[src/rtl/pcmcia_spi_pkg.sv]
// Shared definitions for the PCMCIA I/O-space SPI bridge: register offsets,
// STATUS/CTRL bit positions, SPI engine states and the default divider.
package pcmcia_spi_pkg;

  localparam logic [1:0] REG_DATA   = 2'd0;
  localparam logic [1:0] REG_STATUS = 2'd1;
  localparam logic [1:0] REG_CTRL   = 2'd2;
  localparam logic [1:0] REG_DIV    = 2'd3;

  localparam int ST_BUSY = 0;
  localparam int ST_DONE = 1;
  localparam int ST_INT  = 2;
  localparam int ST_OVR  = 3;

  localparam int CT_SS_EN   = 0;
  localparam int CT_DONE_IE = 1;
  localparam int CT_INT_IE  = 2;

  localparam logic [7:0] DIV_RESET_DEFAULT = 8'd12;

  typedef enum logic [1:0] {
    S_IDLE = 2'd0,
    S_LOW  = 2'd1,
    S_HIGH = 2'd2
  } spi_state_e;

endpackage

[src/rtl/spi_shift_engine.sv]
// Mode-0 SPI master byte engine: SCLK half-period of div+1 clocks, MSB first,
// MISO captured on the rising SCLK phase and merged on the following fall.
module spi_shift_engine
  import pcmcia_spi_pkg::*;
(
  input  logic       clk,
  input  logic       rst,
  input  logic       start,
  input  logic [7:0] tx,
  input  logic [7:0] div,
  output logic       busy,
  output logic       done_pulse,
  output logic [7:0] rx,
  output logic       SCLK,
  output logic       MOSI,
  input  logic       MISO
);

  spi_state_e r_state;
  spi_state_e w_next;
  logic [7:0] r_cnt;
  logic [7:0] r_div_l;
  logic [2:0] r_bit;
  logic [7:0] r_shift;
  logic [7:0] r_rx;
  logic       r_sample;
  logic       r_sclk;
  logic       w_phase_end;

  assign w_phase_end = (r_cnt == r_div_l);

  always_comb begin
    w_next     = r_state;
    done_pulse = 1'b0;
    case (r_state)
      S_IDLE: if (start) w_next = S_LOW;
      S_LOW:  if (w_phase_end) w_next = S_HIGH;
      S_HIGH: begin
        if (w_phase_end) begin
          if (r_bit == 3'd7) begin
            w_next     = S_IDLE;
            done_pulse = 1'b1;
          end else begin
            w_next = S_LOW;
          end
        end
      end
      default: w_next = S_IDLE;
    endcase
  end

  // The sampled MISO bit is held separately so tx bit0 survives until it is shifted out.
  always_ff @(posedge clk or posedge rst) begin
    if (rst) begin
      r_state  <= S_IDLE;
      r_cnt    <= 8'd0;
      r_div_l  <= 8'd0;
      r_bit    <= 3'd0;
      r_shift  <= 8'd0;
      r_rx     <= 8'd0;
      r_sample <= 1'b0;
      r_sclk   <= 1'b0;
    end else begin
      r_state <= w_next;
      case (r_state)
        S_IDLE: begin
          if (start) begin
            r_shift <= tx;
            r_div_l <= div;
            r_cnt   <= 8'd0;
            r_bit   <= 3'd0;
          end
        end
        S_LOW: begin
          if (w_phase_end) begin
            r_cnt    <= 8'd0;
            r_sclk   <= 1'b1;
            r_sample <= MISO;
          end else begin
            r_cnt <= r_cnt + 8'd1;
          end
        end
        S_HIGH: begin
          if (w_phase_end) begin
            r_cnt  <= 8'd0;
            r_sclk <= 1'b0;
            r_bit  <= r_bit + 3'd1;
            if (r_bit == 3'd7) r_rx <= {r_shift[6:0], r_sample};
            else               r_shift <= {r_shift[6:0], r_sample};
          end else begin
            r_cnt <= r_cnt + 8'd1;
          end
        end
        default: ;
      endcase
    end
  end

  assign busy = (r_state != S_IDLE);
  assign rx   = r_rx;
  assign SCLK = r_sclk;
  assign MOSI = r_shift[7];

endmodule

[src/rtl/pcmcia_spi_bridge.sv]
// PCMCIA I/O-space register block driving an SPI master; host strobes and the
// slave INT pin are synchronised into clk_26 before they touch any state.
module pcmcia_spi_bridge
  import pcmcia_spi_pkg::*;
#(
  parameter logic [11:0] IO_BASE   = 12'h000,
  parameter logic [7:0]  DIV_RESET = DIV_RESET_DEFAULT
) (
  input  logic        clk_26,
  input  logic        RESET,
  input  logic [15:0] A,
  input  logic [7:0]  D_in,
  input  logic        IOWR,
  input  logic        IORD,
  input  logic        CE1,
  output logic [7:0]  D_out,
  output logic        DDIR,
  output logic        SS,
  output logic        SCLK,
  output logic        MOSI,
  input  logic        MISO,
  input  logic        INT,
  output logic        IREQ_N
);

  logic       r_wr_s1, r_wr_s2, r_wr_s3;
  logic       r_rd_s1, r_rd_s2, r_rd_s3;
  logic       r_int_s1, r_int_s2;
  logic       r_rd_data_hit;
  logic       r_done, r_ovr, r_ireq_n;
  logic [2:0] r_ctrl;
  logic [7:0] r_div;

  logic       w_sel, w_in_win, w_wr_fall, w_rd_fall, w_rd_rise, w_wr_hit;
  logic       w_start, w_busy, w_done_pulse, w_done_clr, w_ovr_set, w_ovr_clr;
  logic [7:0] w_rx, w_status, w_rdata;

  assign w_sel    = ~CE1 & (A[15:4] == IO_BASE);
  assign w_in_win = (A[3:2] == 2'b00);
  assign DDIR     = w_sel & ~IORD & w_in_win;
  assign w_status = {4'b0000, r_ovr, r_int_s2, r_done, w_busy};

  always_comb begin
    w_rdata = 8'h00;
    case (A[1:0])
      REG_DATA:   w_rdata = w_rx;
      REG_STATUS: w_rdata = w_status;
      REG_CTRL:   w_rdata = {5'b00000, r_ctrl};
      default:    w_rdata = r_div;
    endcase
  end

  assign D_out = DDIR ? w_rdata : 8'h00;

  // Third flop of each strobe chain only serves edge detection.
  always_ff @(posedge clk_26 or posedge RESET) begin
    if (RESET) begin
      {r_wr_s1, r_wr_s2, r_wr_s3} <= 3'b111;
      {r_rd_s1, r_rd_s2, r_rd_s3} <= 3'b111;
      {r_int_s1, r_int_s2}        <= 2'b00;
    end else begin
      {r_wr_s1, r_wr_s2, r_wr_s3} <= {IOWR, r_wr_s1, r_wr_s2};
      {r_rd_s1, r_rd_s2, r_rd_s3} <= {IORD, r_rd_s1, r_rd_s2};
      {r_int_s1, r_int_s2}        <= {INT, r_int_s1};
    end
  end

  assign w_wr_fall  = r_wr_s3 & ~r_wr_s2;
  assign w_rd_fall  = r_rd_s3 & ~r_rd_s2;
  assign w_rd_rise  = ~r_rd_s3 & r_rd_s2;
  assign w_wr_hit   = w_wr_fall & w_sel & w_in_win;
  assign w_start    = w_wr_hit & (A[1:0] == REG_DATA) & ~w_busy;
  assign w_ovr_set  = w_wr_hit & (A[1:0] == REG_DATA) & w_busy;
  assign w_ovr_clr  = w_wr_hit & (A[1:0] == REG_STATUS) & D_in[ST_OVR];
  assign w_done_clr = w_start | (w_rd_rise & r_rd_data_hit);

  always_ff @(posedge clk_26 or posedge RESET) begin
    if (RESET) begin
      r_ctrl        <= 3'b000;
      r_div         <= DIV_RESET;
      r_rd_data_hit <= 1'b0;
      r_done        <= 1'b0;
      r_ovr         <= 1'b0;
      r_ireq_n      <= 1'b1;
    end else begin
      if (w_wr_hit && A[1:0] == REG_CTRL) r_ctrl <= D_in[2:0];
      if (w_wr_hit && A[1:0] == REG_DIV)  r_div  <= D_in;
      if (w_rd_fall) r_rd_data_hit <= w_sel & (A[3:0] == 4'd0);
      if (w_done_pulse)    r_done <= 1'b1;
      else if (w_done_clr) r_done <= 1'b0;
      if (w_ovr_set)       r_ovr <= 1'b1;
      else if (w_ovr_clr)  r_ovr <= 1'b0;
      r_ireq_n <= ~((r_done & r_ctrl[CT_DONE_IE]) | (r_int_s2 & r_ctrl[CT_INT_IE]));
    end
  end

  assign SS     = ~r_ctrl[CT_SS_EN];
  assign IREQ_N = r_ireq_n;

  spi_shift_engine u_engine (
    .clk        (clk_26),
    .rst        (RESET),
    .start      (w_start),
    .tx         (D_in),
    .div        (r_div),
    .busy       (w_busy),
    .done_pulse (w_done_pulse),
    .rx         (w_rx),
    .SCLK       (SCLK),
    .MOSI       (MOSI),
    .MISO       (MISO)
  );

endmodule

[config.mk]
export PLATFORM = sky130hd
export DESIGN_NAME = pcmcia_spi_bridge
export DESIGN_NICKNAME = d
export VERILOG_FILES = /design/src/rtl/pcmcia_spi_pkg.sv /design/src/rtl/spi_shift_engine.sv /design/src/rtl/pcmcia_spi_bridge.sv
export SDC_FILE = /design/constraint.sdc
export NUM_CORES = 1
export LEC_CHECK = 0
export CORE_ASPECT_RATIO = 1.4
export CORE_MARGIN = 2
export CORE_UTILIZATION = 30
export DETAILED_ROUTE_END_ITERATION = 6
export GPL_ROUTABILITY_DRIVEN = 0
export SLEW_MARGIN = 40
export SYNTH_ARGS = -nofsm -noshare
export SYNTH_HDL_FRONTEND = slang
export SYNTH_HIERARCHICAL = 1
export SYNTH_SLANG_ARGS = --single-unit
[constraint.sdc]
create_clock -name clk_26 -period 4.1 [get_ports clk_26]
set_clock_uncertainty 0.15 [all_clocks]
set_input_delay 0.615 -clock clk_26 [delete_from_list [all_inputs] [get_ports clk_26]]
set_output_delay 0.615 -clock clk_26 [all_outputs]
set_load 0.03 [all_outputs]
# After elaboration in Yosys (flattened, before gate mapping)
# Cells that the tools add are included.
[op_classes]
addsub = 2
n_eq_ne = 11
mux = 27
bitwise = 27
n_reduce_logical = 22
[ops]
columns = ["operator", "n"]
rows = [
  ["two-way mux 8 bit", 6],
  ["case mux 8 bit (2 select lines)", 2],
  ["case mux 8 bit (3 select lines)", 1],
  ["bitwise AND 1 bit", 17],
  ["logical NOT 12 bit", 1],
  ["AND reduction 3 bit", 4],
  ["nonzero test 2 bit", 6],
  ["two-way mux 1 bit", 10],
  ["adder 8 x 1 -> 8 bit, second input constant", 1],
  ["== test 8 bit", 1],
  ["NOT 1 bit", 8],
  ["== test 2 bit, second input constant", 3],
  ["logical NOT 2 bit", 3],
  ["two-way mux 2 bit", 3],
  ["two-way mux 3 bit", 2],
  ["case mux 2 bit (3 select lines)", 1],
  ["case mux 3 bit (2 select lines)", 1],
  ["AND reduction 2 bit", 3],
  ["== test 2 x 1 -> 1 bit, second input constant", 2],
  ["logical NOT 4 bit", 1],
  ["!= test 2 x 1 -> 1 bit, second input constant", 2],
  ["!= test 2 bit, second input constant", 2],
  ["AND reduction 4 bit", 1],
  ["adder 3 x 1 -> 3 bit, second input constant", 1],
  ["other kinds (5)", 7],
]
[totals]
reg_bits = 62
in_bits = 31
output_inout_bits = 13
word_cells = 111

# Longest topological paths before layout
# Gate-level depths: netlist of run 1.
[logic_depth]
ltp_word = 9
ltp_mapped = 11
mapped_depth_nobuf = 9

# By module
# Netlist of run 1, hierarchy kept.
[by_module_without_submodules]
columns = ["module", "instances", "cells_each", "area_per_inst_um2", "seq_area_each_um2"]
rows = [
  ["spi_shift_engine", 1, 173, 1993.2, 975.9],
  ["pcmcia_spi_bridge", 1, 85, 1093.5, 586.8],
]

# Worst setup path after synthesis of run 1
# No wires, ideal clock.
[synth_timing]
kind = "in2reg"
start = "input A[8]"
end = "register u_engine.r_shift[0]"
setup_time_ns = 0.119
arrival_ns = 2.598
t_required_ns = 3.831
slack_ns = 1.233
stages = 10
n_path_buf = 2
cell_sequence = "nor4_2 > nand4_2 > nor4b_1 > nor2b_1 > clkbuf_1 > nor2_1 > nand3_1 > clkbuf_1 > o32a_1 > o21a_1"
[synth_between]
elab_chain_len = 8
[synth_rtl]
columns = ["item", "line_no", "source"]
rows = [
  ["start, declared", "pcmcia_spi_bridge.sv:11", "input logic [15:0] A,"],
  ["logical NOT 12 bit", "pcmcia_spi_bridge.sv:38", "assign w_sel = ~CE1 & (A[15:4] == IO_BASE);"],
  ["bitwise AND 1 bit", "pcmcia_spi_bridge.sv:38", ""],
  ["bitwise AND 1 bit (2 in series)", "pcmcia_spi_bridge.sv:71", "assign w_wr_hit = w_wr_fall & w_sel & w_in_win;"],
  ["bitwise AND 1 bit (2 in series)", "pcmcia_spi_bridge.sv:72", "assign w_start = w_wr_hit & (A[1:0] == REG_DATA) & ~w_busy;"],
  ["named net w_start", "pcmcia_spi_bridge.sv:35", "logic w_start, w_busy, w_done_pulse, w_done_clr, w_ovr_set, w_ovr_clr;"],
  ["!= test 2 bit (no line)", "n/a", ""],
  ["AND reduction 4 bit (no line)", "n/a", ""],
  ["end signal, assigned", "spi_shift_engine.sv:68", "r_shift <= tx;"],
  ["end signal, assigned", "spi_shift_engine.sv:89", "else r_shift <= {r_shift[6:0], r_sample};"],
  ["end, declared", "spi_shift_engine.sv:24", "logic [7:0] r_shift;"],
]
# The timed path passes the listed nets, and every way through them passes these cells.
# A chain may end at the register's enable or synchronous reset.

# Worst setup path after layout of run 1
[layout_timing]
start = "input A[5]"
end = "output D_out[7]"
[layout_between]
elab_chain_len = 5
[layout_rtl]
columns = ["item", "line_no", "source"]
rows = [
  ["logical NOT 12 bit", "pcmcia_spi_bridge.sv:38", ""],
  ["bitwise AND 1 bit", "pcmcia_spi_bridge.sv:38", ""],
  ["bitwise AND 1 bit (2 in series)", "pcmcia_spi_bridge.sv:40", "assign DDIR = w_sel & ~IORD & w_in_win;"],
  ["two-way mux 8 bit", "pcmcia_spi_bridge.sv:53", "assign D_out = DDIR ? w_rdata : 8'h00;"],
  ["end, declared", "pcmcia_spi_bridge.sv:16", "output logic [7:0] D_out,"],
]
# Every way passes these cells.

==> results of run 1 <==
-- synthesized netlist by cell type, drive strengths merged (3+ instances only) --
cell type | count | area share, %
xor2 | 9 | 2.6
o21ai | 12 | 1.9
buf | 3 | 1.3
dfrtp | 53 | 43
o32a | 6 | 1.9
nand2 | 14 | 1.7
a22oi | 5 | 1.2
nand2b | 4 | 0.81
mux2 | 29 | 12
nor4 | 6 | 2.2
nand3 | 3 | 0.49
nor3 | 10 | 1.8
a21oi | 5 | 0.81
mux4 | 3 | 2.2
dfstp | 9 | 7.7
o21a | 8 | 1.9
nor2b | 4 | 0.81
clkbuf | 7 | 0.85
inv | 13 | 1.6
ha | 7 | 2.8
nor2 | 20 | 2.4
xnor2 | 5 | 1.4
-- power by group through the flow --
stage / registers [mW] / logic, mW / clock network (mW)
detailed placement: 0.772 / 0.508 / 0
CTS: 0.763 / 0.512 / 0.878
finish: 0.762 / 0.507 / 0.861
global placement: 0.766 / 0.497 / 0
global route: 0.774 / 0.566 / 0.903
floorplan: 0.761 / 0.324 / 0
-- layer usage --
layer	up-vias	part of all wire (%)	wire length (microns)	track usage (%)
met1	1099	42	3010	15.6
met4	0	2.6	185	6.92
met5	-	0	0	0
met3	15	4.3	311	4.30
met2	57	51	3700	24.9
li1	1029	-	-	-
-- state kept, by name, indices dropped and copies added (netlist names) --
name	count
r_rd_s1	1
u_engine/r_div_l	8
r_rd_data_hit	1
u_engine/r_cnt	8
r_ctrl	3
u_engine/r_sample	1
IREQ_N	1
u_engine/r_bit	3
u_engine/r_state	2
u_engine/r_shift	8
r_rd_s3	1
r_wr_s3	1
r_wr_s2	1
r_div	8
r_int_s2	1
r_ovr	1
r_int_s1	1
u_engine/SCLK	1
r_wr_s1	1
u_engine/rx	8
r_rd_s2	1
r_done	1
-- worst max-delay path by stage --
| stage | startpoint | endpoint | depth (start not counted) |
|---|---|---|---|
| floorplan | A[8] | u_engine/r_shift[0]$_DFFE_PP0P_ | 10 |
| global placement | A[8] | D_out[0] | 6 |
| detailed placement | A[5] | D_out[0] | 6 |
| CTS | A[5] | D_out[0] | 6 |
| global route | A[3] | D_out[5] | 6 |
| finish | A[5] | D_out[7] | 6 |
-- final cells by class --
cell class                      count  area, sq um
Fill cell                         965         5930
Sequential cell                    62         1560
Multi-Input combinational cell    173         1410
Timing Repair Buffer               51          490
Clock buffer                        9          225
Tap cell                          135          169
Clock inverter                      7          113
Inverter                           13         48.8
-- kinds of logic (layout without fill, tap and decap cells) --
| group | count (synthesis) | after routing | synth area share, % |
|---|---|---|---|
| AO/OA/AOI/OAI | 45 | 45 | 10.4 |
| XOR/XNOR | 14 | 14 | 3.97 |
| adder cells (fa/ha/maj) | 7 | 7 | 2.84 |
| buffers and inverters | 23 | 80 | 3.69 |
| flip-flops | 62 | 62 | 50.6 |
| multiplexers | 34 | 34 | 14.8 |
| AND/OR/NAND/NOR | 73 | 73 | 13.7 |
==> impl_metrics.env, run 1 <==
export IMPL_clock_sinks=62
export IMPL_rsz0062_at_grt="false"
export IMPL_vias_per_cell=4.89
export IMPL_cts_setup_buffers=0
export IMPL_r2r_cells=10
export IMPL_rows=43
export IMPL_crit_buf_inv=2
export IMPL_cts_hold_fix_buffers=0
export IMPL_root_buffer="clkbuf_16"
export IMPL_path_clk_slew_ns=0.05
export IMPL_end_kind="output port"
export IMPL_power_leakage_nw=1.77
export IMPL_p_switching_uw=611
export IMPL_hold_path_end="r_int_s2$_DFF_PP0_"
export IMPL_max_freq_ghz=0.276
export IMPL_wl_mm=7.20
export IMPL_swShare_pct=28.7
export IMPL_cpMaxStageDelayCell="clkdlybuf4s50_1"
export IMPL_critPathTopFamily="simple AND/OR/NAND/NOR gates"
export IMPL_synth_cell_types=47
export IMPL_areaGrowthSynthToFinish_pct=30.2
export IMPL_drc=0
export IMPL_final_instance_count_excl_fill=450
export IMPL_grt_usage_pct=14.1
export IMPL_fin_util_pct=40.4
export IMPL_seq_area_frac_synth_pct=50.6
export IMPL_hold_violations=0
export IMPL_core_area_sq_um=9950
export IMPL_post_cts_resized=0
export IMPL_worstPathRequired_ns=3.34
export IMPL_diodes=0
export IMPL_worstMarginPinSlew_ns=0.795
export IMPL_h_tree_depth=3
export IMPL_synth_area_sq_um=3090
export IMPL_p_seq_share_pct=35.8
export IMPL_worst_skew_pair_late_latency_ns=0.33
export IMPL_syn_inst=258
export IMPL_synth_flop_cell="dfrtp_1"
export IMPL_cts_inserted_buffers=9
export IMPL_most_common_layout_cells="dfrtp_1, clkdlybuf4s50_1, nor2_1"
export IMPL_min_from="r_int_s1$_DFF_PP0_"
export IMPL_grt_max_degree=40
export IMPL_tns_ns=0
export IMPL_r2r_end="u_engine/r_cnt[7]$_DFFE_PP0P_"
export IMPL_antenna_found_initial=0
export IMPL_ys_warn_count=6
export IMPL_syn_nets=296
export IMPL_total_power_mw=2.13
export IMPL_synth_area_per_cell_sq_um=12.0
export IMPL_cp_cell_sequence="clkdlybuf4s50_1, nor4_2, nand4_2, or2_2, nor2_1, clkdlybuf4s50_1"
export IMPL_worstHoldPathCells=0
export IMPL_drv_slew=0
export IMPL_drive_gt1_share_pct=25.1
export IMPL_power_frac_comb_pct=23.8
export IMPL_grt_pass1_wl_mm=11.9
export IMPL_status="complete, no violations"
export IMPL_powerDensity_nw_per_um2=530
export IMPL_period_needed_ns=3.63
export IMPL_preCtsSetupSlack_ns=0.437
export IMPL_r2r_start="u_engine/r_state[1]$_DFFE_PP0P_"
export IMPL_crit_fanout=9
export IMPL_initial_utilization_pct=31.0
export IMPL_cts_path_max_buffers=2
export IMPL_hold_path_class="flip-flop to flip-flop"
export IMPL_ys_ff_latch=62
export IMPL_setup_slack_ns=0.471
export IMPL_slew_limit_headroom_pct=46.7
export IMPL_p_int_mw=1.52
export IMPL_finalSetupViolations=0
export IMPL_critPathArrivalTime_ns=2.86
export IMPL_vdd_drop_max_mv=0.241
export IMPL_holdWs_ns=0.205
export IMPL_cpPeakStageDelay_ns=0.69
export IMPL_fin_nets=348
export IMPL_numPortBuffers=43
export IMPL_power_frac_clock_pct=40.4
export IMPL_crit_path_frequent_cell="clkdlybuf4s50_1"
export IMPL_drv_cap=0
export IMPL_synthArstFlopShare_pct=100
export IMPL_hpwlAfterDp_mm=5.45
export IMPL_place_area_sq_um=3680
export IMPL_critPathKind="input port to output port"
export IMPL_synth_edff_count=0
export IMPL_initialDrtViolationCount=121
export IMPL_rrSetupSlack_ns=1.48
export IMPL_wl_per_cell_microns=16.0
export IMPL_first_global_vias=2373
export IMPL_final_antenna_net_count=0
export IMPL_min_period_over_period_pct=88.5
export IMPL_mostFrequentLayoutCell="dfrtp_1"
export IMPL_die_w_microns=89.7
export IMPL_critPathLaunchType="input port"
export IMPL_grt_overflow=0
export IMPL_die_h_microns=124
export IMPL_dp_cells=434
export IMPL_io_pins=44
export IMPL_die_area_sq_um=11100
export IMPL_final_area_sq_um=4020
export IMPL_first_pass_iters=4
export IMPL_cts_tree="yes"
export IMPL_dr_total_vias=2200
Power figures use the tool's default switching activity.
==> run 2: changes to the inputs <==
Settings changed: CORE_UTILIZATION 30 to 50, PLACE_DENSITY from default to 0.74.
==> impl_metrics.env, run 2 (synthesis results as in run 1) <==
export IMPL_status="complete, no violations"
export IMPL_drv_slew=0
export IMPL_worstMarginPinSlew_ns=0.725
export IMPL_grt_overflow=0
export IMPL_final_antenna_net_count=0
export IMPL_worst_skew_pair_late_latency_ns=0.34
export IMPL_cts_hold_fix_buffers=0
export IMPL_power_leakage_nw=1.70
export IMPL_numPortBuffers=43
export IMPL_grt_pass1_wl_mm=11.6
export IMPL_core_area_sq_um=5900
export IMPL_antenna_found_initial=0
export IMPL_io_pins=44
export IMPL_crit_fanout=9
export IMPL_powerDensity_nw_per_um2=478
export IMPL_cts_inserted_buffers=9
export IMPL_worstPathRequired_ns=3.34
export IMPL_most_common_layout_cells="dfrtp_1, clkdlybuf4s50_1, nor2_1"
export IMPL_slew_limit_headroom_pct=51.4
export IMPL_final_instance_count_excl_fill=383
export IMPL_areaGrowthSynthToFinish_pct=22.9
export IMPL_hold_path_class="flip-flop to flip-flop"
export IMPL_hpwlAfterDp_mm=4.95
export IMPL_tns_ns=0
export IMPL_rsz0062_at_grt="false"
export IMPL_dp_cells=367
export IMPL_cts_path_max_buffers=2
export IMPL_wl_per_cell_microns=17.6
export IMPL_rows=33
export IMPL_root_buffer="clkbuf_8"
export IMPL_min_period_over_period_pct=89.1
export IMPL_vias_per_cell=5.79
export IMPL_die_w_microns=70.4
export IMPL_finalSetupViolations=0
export IMPL_first_global_vias=2339
export IMPL_end_kind="output port"
export IMPL_critPathKind="input port to output port"
export IMPL_period_needed_ns=3.65
export IMPL_cts_setup_buffers=0
export IMPL_die_area_sq_um=6830
export IMPL_place_area_sq_um=3580
export IMPL_vdd_drop_max_mv=0.313
export IMPL_initial_utilization_pct=52.3
export IMPL_dr_total_vias=2219
export IMPL_diodes=0
export IMPL_wl_mm=6.76
export IMPL_mostFrequentLayoutCell="dfrtp_1"
export IMPL_cp_cell_sequence="clkdlybuf4s50_1, nor4_2, nand4_2, or2_2, nor2_1, clkdlybuf4s50_1"
export IMPL_critPathTopFamily="simple AND/OR/NAND/NOR gates"
export IMPL_h_tree_depth=3
export IMPL_critPathArrivalTime_ns=2.89
export IMPL_drc=0
export IMPL_setup_slack_ns=0.448
export IMPL_critPathLaunchType="input port"
export IMPL_crit_path_frequent_cell="clkdlybuf4s50_1"
export IMPL_grt_max_degree=40
export IMPL_final_area_sq_um=3790
export IMPL_hold_violations=0
export IMPL_fin_nets=346
export IMPL_cts_tree="yes"
export IMPL_path_clk_slew_ns=0.06
export IMPL_grt_usage_pct=22.0
export IMPL_initialDrtViolationCount=118
export IMPL_first_pass_iters=4
export IMPL_max_freq_ghz=0.274
export IMPL_cpMaxStageDelayCell="clkdlybuf4s50_1"
export IMPL_drv_cap=0
export IMPL_post_cts_resized=0
export IMPL_drive_gt1_share_pct=23.6
export IMPL_die_h_microns=97.0
export IMPL_crit_buf_inv=2
export IMPL_total_power_mw=1.81
export IMPL_clock_sinks=62
export IMPL_preCtsSetupSlack_ns=0.438
export IMPL_cpPeakStageDelay_ns=0.68
[run 2: worst reg2reg max path, cell delays in order (launching register included)]
cell,delay [ns]
dfrtp_1,0.42
inv_1,0.10
ha_1,0.25
inv_1,0.17
nor4b_1,0.58
buf_4,0.24
nand2_1,0.30
o21ai_1,0.57
o21a_1,0.17
[run 2: area by class of cell]
class	instances	area (sq um)
multi-input cells	173	1410
flip-flops and latches	62	1560
fillers	483	2110
clock buffers	12	135
inverters	13	48.8
repair buffers	49	475
clock inverters	4	72.6
well taps	70	87.6
[run 2: report_power, final]
group          internal [mW]  total [mW]  switching [mW]
logic                  0.214       0.480           0.266
registers              0.693       0.756          0.0626
clock network          0.342       0.577           0.235
[run 2: worst paths after layout]
check / startpoint / end / slack (ns) / cells past startpoint
max: A[5] / D_out[6] / 0.45 / 6
min: r_int_s1$_DFF_PP0_ / r_int_s2$_DFF_PP0_ / 0.20 / 0
max reg2reg: u_engine/r_state[1]$_DFFE_PP0P_ / u_engine/r_shift[4]$_DFFE_PP0P_ / 1.11 / 8
min reg2reg: r_int_s1$_DFF_PP0_ / r_int_s2$_DFF_PP0_ / 0.20 / 0
max in group asynchronous: RESET / u_engine/rx[4]$_DFFE_PP0P_ / 2.86 / 3
min in group asynchronous: RESET / r_int_s1$_DFF_PP0_ / 0.50 / 2
[run 2: routing by layer]
| layer | vias up | GRT usage [%] | wire, microns |
|---|---|---|---|
| met2 | 72 | 38.1 | 3600 |
| met5 | - | 0 | 0 |
| met4 | 0 | 9.17 | 116 |
| li1 | 1015 | - | - |
| met1 | 1124 | 26.4 | 2740 |
| met3 | 8 | 4.17 | 304 |
[run 2: metrics by stage]
stage | utilization, % | hold slack [ns]
floorplan | - | 0.181
global placement | 60.7 | 0.183
detailed placement | 60.7 | 0.189
CTS | 64.2 | 0.205
global route | 64.2 | 0.214
finish | 64.2 | 0.201
